<file path="src/rtl/mbgd_pkg.sv">
// Shared FSM state type and width helpers for the chunked dot-product sequencer.
package mbgd_pkg;

  typedef enum logic [1:0] {
    IDLE  = 2'd0,
    RUN   = 2'd1,
    DRAIN = 2'd2,
    DONE  = 2'd3
  } mbgd_state_e;

  // Lane product width: full 2*DW product plus log2(N) headroom bits.
  function automatic int lane_prod_w(input int dw, input int n_bit);
    return 2 * dw + n_bit;
  endfunction

  // Accumulator width: a lane-sum per chunk, up to 2**CW - 1 chunks.
  function automatic int acc_w(input int dw, input int n_bit, input int cw);
    return 2 * dw + n_bit + cw;
  endfunction

endpackage

</file>
<file path="src/rtl/mbgd_dot_seq_ctrl_if.sv">
// Operand, multiplier and result handshake bundle for mbgd_dot_seq_ctrl.
interface mbgd_dot_seq_ctrl_if #(
  parameter int N     = 8,
  parameter int N_bit = 3,
  parameter int DW    = 8,
  parameter int CW    = 4
) ();
  import mbgd_pkg::*;

  localparam int LPW   = lane_prod_w(DW, N_bit);
  localparam int ACC_W = acc_w(DW, N_bit, CW);

  logic              in_valid;
  logic              in_ready;
  logic [DW*N-1:0]   in_a;
  logic [DW*N-1:0]   in_b;

  logic              mult_en;
  logic [DW*N-1:0]   mult_a;
  logic [DW*N-1:0]   mult_b;
  logic [LPW*N-1:0]  lane_prod;

  logic              out_valid;
  logic              out_ready;
  logic [ACC_W-1:0]  result;

  modport slave (
    input  in_valid, in_a, in_b,
    output in_ready,
    output mult_en, mult_a, mult_b,
    input  lane_prod,
    output out_valid,
    input  out_ready,
    output result
  );

  modport master (
    output in_valid, in_a, in_b,
    input  in_ready,
    input  mult_en, mult_a, mult_b,
    output lane_prod,
    input  out_valid,
    output out_ready,
    input  result
  );

endinterface

</file>
<file path="src/rtl/mbgd_lane_adder_tree.sv">
// Balanced combinational adder tree summing N unsigned lanes (N a power of two).
module mbgd_lane_adder_tree #(
  parameter int N     = 8,
  parameter int N_bit = 3,
  parameter int IW    = 16
) (
  input  logic [N*IW-1:0]       lanes_i,
  output logic [IW+N_bit-1:0]   sum_o
);
  localparam int OW = IW + N_bit;

  // Level l holds N>>l partial sums; level N_bit is the single root.
  for (genvar l = 0; l <= N_bit; l++) begin : g_lvl
    logic [OW-1:0] v [N>>l];
    if (l == 0) begin : g_in
      for (genvar i = 0; i < N; i++) begin : g_i
        assign v[i] = OW'(lanes_i[i*IW +: IW]);
      end
    end else begin : g_add
      for (genvar i = 0; i < (N >> l); i++) begin : g_i
        assign v[i] = g_lvl[l-1].v[2*i] + g_lvl[l-1].v[2*i+1];
      end
    end
  end

  assign sum_o = g_lvl[N_bit].v[0];

endmodule

</file>
<file path="src/rtl/mbgd_dot_seq_ctrl.sv">
// Sequencer for a chunked unsigned dot product using an external registered lane multiplier.
// Define MBGD_DOT_SEQ_ABORT_EN to add an abort input that cancels RUN/DRAIN back to IDLE.
module mbgd_dot_seq_ctrl
  import mbgd_pkg::*;
#(
  parameter int N     = 8,
  parameter int N_bit = 3,
  parameter int DW    = 8,
  parameter int CW    = 4
) (
  input  logic          clk,
  input  logic          reset,
  input  logic          start,
  input  logic [CW-1:0] num_chunks,
`ifdef MBGD_DOT_SEQ_ABORT_EN
  input  logic          abort,
`endif
  output logic          busy,
  mbgd_dot_seq_ctrl_if.slave bus
);
  localparam int IW    = 2 * DW;
  localparam int LPW   = lane_prod_w(DW, N_bit);
  localparam int ACC_W = acc_w(DW, N_bit, CW);

  mbgd_state_e        state_q;
  logic [CW-1:0]      cnt_q;
  logic [CW-1:0]      num_q;
  logic [ACC_W-1:0]   acc_q;
  logic [ACC_W-1:0]   acc_d;
  logic               prod_pending_q;
  logic [N*IW-1:0]    lane_trunc;
  logic [N*N_bit-1:0] lane_hi_unused;
  logic [LPW-1:0]     lane_sum;
  logic               abort_req;
  logic               xfer;

`ifdef MBGD_DOT_SEQ_ABORT_EN
  assign abort_req = abort && ((state_q == RUN) || (state_q == DRAIN));
`else
  assign abort_req = 1'b0;
`endif

  // Each returned lane is cut to its 2*DW product bits before summation.
  always_comb begin
    lane_trunc     = '0;
    lane_hi_unused = '0;
    for (int i = 0; i < N; i++) begin
      lane_trunc[i*IW +: IW]            = bus.lane_prod[i*LPW +: IW];
      lane_hi_unused[i*N_bit +: N_bit]  = bus.lane_prod[i*LPW+IW +: N_bit];
    end
  end

  mbgd_lane_adder_tree #(
    .N     (N),
    .N_bit (N_bit),
    .IW    (IW)
  ) u_tree (
    .lanes_i (lane_trunc),
    .sum_o   (lane_sum)
  );

  // Reset and abort close the operand port in the same cycle so no product is launched.
  assign bus.in_ready  = (state_q == RUN) && !reset && !abort_req;
  assign xfer          = bus.in_valid && bus.in_ready;
  assign bus.mult_en   = xfer;
  assign bus.mult_a    = bus.in_a;
  assign bus.mult_b    = bus.in_b;
  assign bus.out_valid = (state_q == DONE);
  assign bus.result    = acc_q;
  assign busy          = (state_q != IDLE);

  assign acc_d = prod_pending_q ? (acc_q + ACC_W'(lane_sum)) : acc_q;

  always_ff @(posedge clk) begin
    if (reset) begin
      state_q        <= IDLE;
      cnt_q          <= '0;
      num_q          <= '0;
      acc_q          <= '0;
      prod_pending_q <= 1'b0;
    end else begin
      prod_pending_q <= xfer;
      acc_q          <= acc_d;
      unique case (state_q)
        IDLE: begin
          if (start) begin
            acc_q   <= '0;
            cnt_q   <= '0;
            num_q   <= num_chunks;
            state_q <= (num_chunks == '0) ? DONE : RUN;
          end
        end
        RUN: begin
          if (abort_req) begin
            acc_q   <= '0;
            state_q <= IDLE;
          end else if (xfer) begin
            cnt_q <= cnt_q + CW'(1);
            if (cnt_q == (num_q - CW'(1))) begin
              state_q <= DRAIN;
            end
          end
        end
        DRAIN: begin
          // The last chunk's product lands here via acc_d.
          if (abort_req) begin
            acc_q   <= '0;
            state_q <= IDLE;
          end else begin
            state_q <= DONE;
          end
        end
        DONE: begin
          if (bus.out_ready) begin
            state_q <= IDLE;
          end
        end
        default: state_q <= IDLE;
      endcase
    end
  end

endmodule

</file>
<file path="src/flat_wrapper.sv">
// flat-port wrapper written by rule: the top's interface ports become plain ports
module mbgd_dot_seq_ctrl_flat import mbgd_pkg::*;
#(
  parameter int N     = 8,
  parameter int N_bit = 3,
  parameter int DW    = 8,
  parameter int CW    = 4
)
  (clk, reset, start, num_chunks, busy, bus_in_valid, bus_in_a, bus_in_b, bus_in_ready, bus_mult_en, bus_mult_a, bus_mult_b, bus_lane_prod, bus_out_valid, bus_out_ready, bus_result);
  mbgd_dot_seq_ctrl_if #(.N(N), .N_bit(N_bit), .DW(DW), .CW(CW)) bus_i ();
  input  logic clk;
  input  logic reset;
  input  logic start;
  input  logic [CW-1:0] num_chunks;
  output logic busy;
  input wire logic [$bits(bus_i.in_valid)-1:0] bus_in_valid;
  input wire logic [$bits(bus_i.in_a)-1:0] bus_in_a;
  input wire logic [$bits(bus_i.in_b)-1:0] bus_in_b;
  output wire logic [$bits(bus_i.in_ready)-1:0] bus_in_ready;
  output wire logic [$bits(bus_i.mult_en)-1:0] bus_mult_en;
  output wire logic [$bits(bus_i.mult_a)-1:0] bus_mult_a;
  output wire logic [$bits(bus_i.mult_b)-1:0] bus_mult_b;
  input wire logic [$bits(bus_i.lane_prod)-1:0] bus_lane_prod;
  output wire logic [$bits(bus_i.out_valid)-1:0] bus_out_valid;
  input wire logic [$bits(bus_i.out_ready)-1:0] bus_out_ready;
  output wire logic [$bits(bus_i.result)-1:0] bus_result;
  assign bus_i.in_valid = bus_in_valid;
  assign bus_i.in_a = bus_in_a;
  assign bus_i.in_b = bus_in_b;
  assign bus_in_ready = bus_i.in_ready;
  assign bus_mult_en = bus_i.mult_en;
  assign bus_mult_a = bus_i.mult_a;
  assign bus_mult_b = bus_i.mult_b;
  assign bus_i.lane_prod = bus_lane_prod;
  assign bus_out_valid = bus_i.out_valid;
  assign bus_i.out_ready = bus_out_ready;
  assign bus_result = bus_i.result;
  mbgd_dot_seq_ctrl #(.N(N), .N_bit(N_bit), .DW(DW), .CW(CW)) u_core (.clk(clk), .reset(reset), .start(start), .num_chunks(num_chunks), .busy(busy), .bus(bus_i));
endmodule
</file>
<file path="config.mk">
export PLATFORM = sky130hd
export DESIGN_NAME = mbgd_dot_seq_ctrl_flat
export DESIGN_NICKNAME = d
export VERILOG_FILES = /design/src/rtl/mbgd_pkg.sv /design/src/rtl/mbgd_dot_seq_ctrl_if.sv /design/src/rtl/mbgd_lane_adder_tree.sv /design/src/rtl/mbgd_dot_seq_ctrl.sv /design/src/flat_wrapper.sv
export SDC_FILE = /design/constraint.sdc
export NUM_CORES = 1
export LEC_CHECK = 0
export ABC_AREA = 1
export CAP_MARGIN = 20
export CORE_AREA = 3 3 171 173
export CTS_CLUSTER_SIZE = 40
export DETAILED_ROUTE_END_ITERATION = 10
export DIE_AREA = 0 0 174 176
export HOLD_SLACK_MARGIN = 0.06
export PLACE_DENSITY_LB_ADDON = 0.15
export REMOVE_ABC_BUFFERS = 1
export SLEW_MARGIN = 15
export SYNTH_ARGS = -nofsm -noshare
export SYNTH_HDL_FRONTEND = slang
export SYNTH_SLANG_ARGS = --single-unit
</file>
<file path="constraint.sdc">
create_clock -name clk -period 8.6 [get_ports clk]
set_clock_uncertainty 0.2 [all_clocks]
set_input_delay 2.15 -clock clk [delete_from_list [all_inputs] [get_ports clk]]
set_output_delay 2.15 -clock clk [all_outputs]
set_load 0.05 [all_outputs]
</file>
======== Word level (Yosys, flattened, before mapping) ========
Cells that the tools add are included.
operators by class
  reduce and logical (&&, ||, !) cells .... 10
  multiplexer cells ....................... 12
  add/subtract/negate cells ............... 10
  eq/ne operators ......................... 8
operators with widths
  operator                                                                 number
  23-bit 2-to-1 mux                                                        3
  16-bit by 16-bit adder with 17-bit output                                4
  23-bit by 19-bit adder with 23-bit output                                1
  19-bit by 17-bit adder with 19-bit output                                1
  19-bit by 18-bit adder with 19-bit output                                1
  17-bit by 17-bit adder with 18-bit output                                1
  2-bit 2-to-1 mux                                                         5
  4-bit 2-to-1 mux                                                         2
  2-bit one-hot mux with 4 select lines                                    1
  4-bit one-hot mux with 2 select lines                                    1
  2-bit inequality test, second input constant                             3
  4-bit by 1-bit adder with 4-bit output, second input constant            1
  2-bit == test, second input constant                                     2
  4-bit == test                                                            1
  4-bit logical NOT                                                        1
  4-bit AND reduction                                                      1
  2-bit nonzero test                                                       2
  4-bit by 1-bit subtractor with 4-bit output, second input constant       1
  3-bit AND reduction                                                      1
  2-bit by 1-bit == test with 1-bit output, second input constant          1
  1-bit logical AND                                                        2
  2-bit logical NOT                                                        1
  2-bit by 1-bit inequality test with 1-bit output, second input constant  1
  2-bit AND reduction                                                      1
  1-bit logical NOT                                                        1
storage, ports and cells
  input port bits ......................... 289
  bits in registers ....................... 34
  logic and storage cells ................. 45
  output and inout port bits .............. 155

======== Longest topological paths before layout ========
  depth in word-level cells ............... 7
  depth in mapped cells ................... 34
  mapped depth without buffers ............ 34

======== By module ========
From an unflattened synthesis, not the netlist that was laid out.
second synthesis, totals
  cell total of the unflattened synthesis .. 1,337
  area, all modules ....................... 8,470.6 um2
modules (own cells, without submodules)
  module                seq. area each (um2)  area each (um2)  cells each  times used
  mbgd_lane_adder_tree  0.0                   4,481.8          699         1
  mbgd_dot_seq_ctrl     680.7                 3,988.8          638         1

======== Worst setup path before layout ========
Ideal clock, no wire load.
  path type ............................... input to register
  start ................................... input port bus_lane_prod[43]
  end ..................................... register u_core.acc_q[16], in the netlist u_core.bus.result[16]
  cell stages on the path ................. 24
  path slack .............................. 1,703 ps
  setup time .............................. 115 ps
  buffers on the path ..................... 0
  data required time ...................... 8,285 ps
  arrival ................................. 6,582 ps
  cell sequence ........................... inv_1 > fa_1 > inv_1 > fa_1 > fa_1 > inv_1 > fa_1 > inv_1 > ha_1 > a21oi_1 > o21ai_0 > nand2_1 > nand3_1 > a21oi_1 > xor2_1 > ha_1 > nand2_1 > inv_1 > a21oi_1 > nor2_1 > nor2_1 > a21oi_1 > o21ai_0 > inv_1
between the ends
  word-level cells in the longest chain between the ends .. 7
ends and longest elaborated chain
  item                                         line                        RTL
  start, declared                              flat_wrapper.sv:23          input wire logic [$bits(bus_i.lane_prod)-1:0] bus_lane_prod;
  16-bit by 16-bit adder with 17-bit output *  mbgd_lane_adder_tree.sv:21  assign v[i] = g_lvl[l-1].v[2*i] + g_lvl[l-1].v[2*i+1];
  19-bit by 17-bit adder with 19-bit output *  mbgd_lane_adder_tree.sv:21
  19-bit by 18-bit adder with 19-bit output *  mbgd_lane_adder_tree.sv:21
  23-bit by 19-bit adder with 23-bit output *  mbgd_dot_seq_ctrl.sv:72     assign acc_d = prod_pending_q ? (acc_q + ACC_W'(lane_sum)) : acc_q;
  23-bit 2-to-1 mux *                          mbgd_dot_seq_ctrl.sv:72
  23-bit 2-to-1 mux                            mbgd_dot_seq_ctrl.sv:86     if (start) begin
  23-bit 2-to-1 mux *                          --
  end signal, assigned                         mbgd_dot_seq_ctrl.sv:79     acc_q <= '0;
  end signal, assigned                         mbgd_dot_seq_ctrl.sv:83     acc_q <= acc_d;
  end signal, assigned                         mbgd_dot_seq_ctrl.sv:87     acc_q <= '0;
  end, declared                                mbgd_dot_seq_ctrl.sv:28     logic [ACC_W-1:0] acc_q;
Mark *: on every way between the ends. The rest lies on a longest branch, timed or not.
A chain may end at the register's enable or synchronous reset.

======== Final worst setup path ========
Ends and elaborated chain as after synthesis.

==> reports/metrics.sh <==
CRITICAL_PATH_DATA_REQUIRED_TIME_PS=8590
REPORT.POWER.TOTAL_mW=3.73
PLACED_CELLS_INCL_TAPS=1563
ROUTE.DETAILED.VIAS_PER_INST=4.42
WORSTSKEWPAIRLATENCY_PS=290
LAYOUT.CELLS.MOST_COMMON_LIST='inv_1, nand2_1, clkdlybuf4s50_1'
CTS_INSERTED_BUFFERS=5
ANTENNA_FOUND_INITIAL=0
LAYOUTNONFILLERINSTCOUNT=1571
NUMPORTBUFFERS=163
SEQ_AREA_FRAC_SYNTH_PCT=8.73
CRITICAL_PATH_SINK_TYPE='flop'
WORST_SLEW_PIN_SLEW_PS=680
CLOCK_SINK_COUNT=34
CLOCK_PIN_SLEW_ON_THE_WORST_SETUP_AND_HOLD_PATHS_PS=60
R2R_SLACK_PS=6180
CRIT_PATH_END='u_core.bus.result[16]'
CTS.HTREE.LEVELS=2
LAYOUT.NETS=1629
GLOBAL_ROUTE.USAGE.TOTAL_PCT=28.0
FLOORPLAN.CORE_AREA_SQ_UM=27800
SLEW_HEADROOM_PCT=54.5
SYNTH.FF_LATCH_COUNT=34
GRT_PASS1_VIAS=7031
SETUP.WORST_PATH.START='bus_lane_prod[43]'
DR.FIRST_ITER.DRC_COUNT=301
INTERNAL_POWER_mW=1.47
SYNTH_CELL_TYPES=42
WORSTSETUPPATHDEPTH=25
CRIT_TYPE='input pin to flop'
OVERALL_DIE_AREA_SQ_UM=30600
X_DIMENSION_OF_THE_DIE_UM=174
SYNTH.TOP_CELLS.BY_AREA='fa_1, inv_1, buf_4'
WORST-PATH-BUF-INV=7
CELLPOWERDENSITY_nW_PER_UM2=411
WORST_IR_DROP_VDD_uV=161
MAPPEDNETLISTAREA_SQ_UM=7800
TIMING.HOLD.WORST.START='u_core.num_q[1]'
TRITONCTS='built'
ANTENNA_VIOLATING_NETS_POST_ROUTE=0
FINALCRITPERIODSHARE_PCT=89.1
MAX-CLOCK-PATH-BUFFERS=2
FLOORPLAN.DIE.HEIGHT_UM=176
YS_WARN_COUNT=0
CTS_SETUP_BUFFERS=0
TIMING_MAX_TRANSITION_VIOLATIONS_FINAL=0
P_LEAK_nW=4.81
YOSYS.AREA.TOP_TYPE='fa_1'
HOLD_SLACK_PS=290
SLOWEST_STAGE='fa_1'
SETUP_TNS_PS=0
SYN_AREA_PER_CELL_SQ_UM=6.76
AREA_GROWTH_PCT=16.4
SEQUENTIAL_FRACTION_OF_DESIGN_POWER_PCT=5.3
CRITPATHTOPFAMILY='adder cells'
CRIT_PATH_MAX_INCR_DELAY_PS=540
ROUTE.VIAS.TOTAL=6936
HPWLAFTERDP_MM=41.2
CP-START-KIND='input pin'
NETLIST_INSTANCES=1154
CLOCK_POWER_SHARE_PCT=5.2
FINAL-HOLD-VIOLATION-COUNT=0
RR_ENDPOINT='u_core.bus.result[16]'
GRT_MAX_DEGREE=47
CP_MAX_FO=6
ROUTABILITYCONGESTION=0.942
IO-PIN-COUNT=444
HOLDBUFCOUNTCTS=0
SWITCHING_SHARE_PCT=60.6
INSERTEDDIODECOUNT=0
FINAL_CRITICAL_PERIOD_PS=7660
DRT-WIRELENGTH-PER-CELL_UM=27.6
DRC=0
SETUP_VIOL_COUNT_FINAL=0
FINALWIRELENGTH_MM=43.3
SYNTH.TOP_CELL.AREA_SHARE_PCT=20.5
WORST-ENDPOINT-ARRIVAL_PS=7650
TIMING.MAX_CAP.VIOLATIONS=0
FP-ROW-COUNT=61
PATH_COMMON_CELL='inv_1'
POWER_FRAC_COMB_PCT=89.5
DRTPASS1ITERATIONS=4
RESULT_OF_THE_RUN='completed'
FINAL_COMMON_CELL='inv_1'
DRIVE_ABOVE_1_SHARE_PCT=1.93
GRT_SETUP_UNREPAIRED='false'
ROOT_BUFFER_MASTER='clkbuf_16'
AREA_AFTER_DETAILED_PLACEMENT_SQ_UM=8930
INITIAL_UTILIZATION_PCT=28.1
OVERFLOW=0
TIMING.HOLD.WORST.CLASS='flop to flop'
CTS-RESIZED-GATES=0
POWER_SWITCHING_mW=2.26
GRT_PASS1_WL_MM=57.9
WORST_R2R_PATH_DEPTH=13
FINAL_DESIGN_AREA_NO_FILL_SQ_UM=9070
CLOCK.FMAX_MHz=131
CRIT-REG2REG-LAUNCH='u_core.bus.result[0]'
[cell usage after synthesis, drive strengths merged]
cell type,instances
a211oi,2
a21boi,1
a21o,4
a21oi,56
a31oi,2
a32o,1
and2,1
and3,1
buf,131
clkbuf,3
dfxtp,34
fa,80
ha,68
inv,291
nand2,229
nand2b,2
nand3,60
nand3b,3
nand4,11
nor2,89
nor3,7
nor3b,1
nor4,1
o211ai,8
o21a,1
o21ai,30
o21bai,3
o31ai,1
o41ai,1
or2,3
xnor2,14
xor2,15
[worst min path at each step]
| stage | depth (start not counted) | slack (ps) | endpoint |
|---|---|---|---|
| 6_report | 2 | 290 | u_core.num_q[1] |
| 3_5_place_dp | 2 | 290 | u_core.num_q[1] |
| 2_1_floorplan | 2 | 250 | u_core.num_q[1] |
| 5_1_grt | 2 | 310 | u_core.num_q[1] |
| 3_3_place_gp | 2 | 280 | u_core.num_q[1] |
| 4_1_cts | 2 | 300 | u_core.num_q[1] |
[per-layer routing]
layer / vias up / global-route usage, % / share of wire (%)
li1: 3423 / - / -
met1: 2990 / 17.1 / 22
met2: 486 / 45.9 / 44
met3: 31 / 37.8 / 29
met4: 6 / 7.84 / 3.2
met5: - / 7.21 / 0.72
[logic make-up (layout without fill, tap and decap cells)]
logic type,count (synthesis),count (layout),share of synthesized area [%]
xor gates and xnor gates,29,29,3.26
buffers and inverters,425,464,26.7
DFF,34,34,8.73
AOI/OAI and AO/OA,110,110,8.04
and+or+nand+nor,408,408,21.8
adders and majority gates,148,148,31.5
[through the flow]
| step | worst slack [ps] | util (%) |
|---|---|---|
| CTS | 945 | 32.7 |
| global route | 514 | 32.7 |
| finish | 939 | 32.7 |
| global placement | 647 | 32.1 |
| detailed placement | 644 | 32.1 |
| floorplan | 1690 | - |
[state kept, by name, indices dropped and copies added (netlist names)]
register / count
u_core.bus.result: 23
u_core.cnt_q: 4
u_core.num_q: 4
u_core.prod_pending_q: 1
u_core.state_q: 2
[worst min-delay path, delay by kind of cell (launching register included)]
kind	cells	cell delay [ps]
flip-flops	1	310
buffers and inverters	1	80
AO/OA/AOI/OAI	1	60
[layout make-up]
type	instances	area, sq um
inverter	291	1090
clock inverter	1	5.00
sequential	34	681
fill	3126	18700
tap	378	473
clock buffer	7	143
timing repair buffer	165	1650
multi-input combinational	695	5030
[power by group through the flow]
stage | Sequential, mW | Clock (mW) | Combinational (mW)
floorplan | 0.228 | 0 | 2.47
finish | 0.197 | 0.193 | 3.34
global route | 0.200 | 0.204 | 3.85
detailed placement | 0.200 | 0 | 3.34
CTS | 0.197 | 0.198 | 3.36
global placement | 0.201 | 0 | 3.33
(Power assumes the default switching activity.)
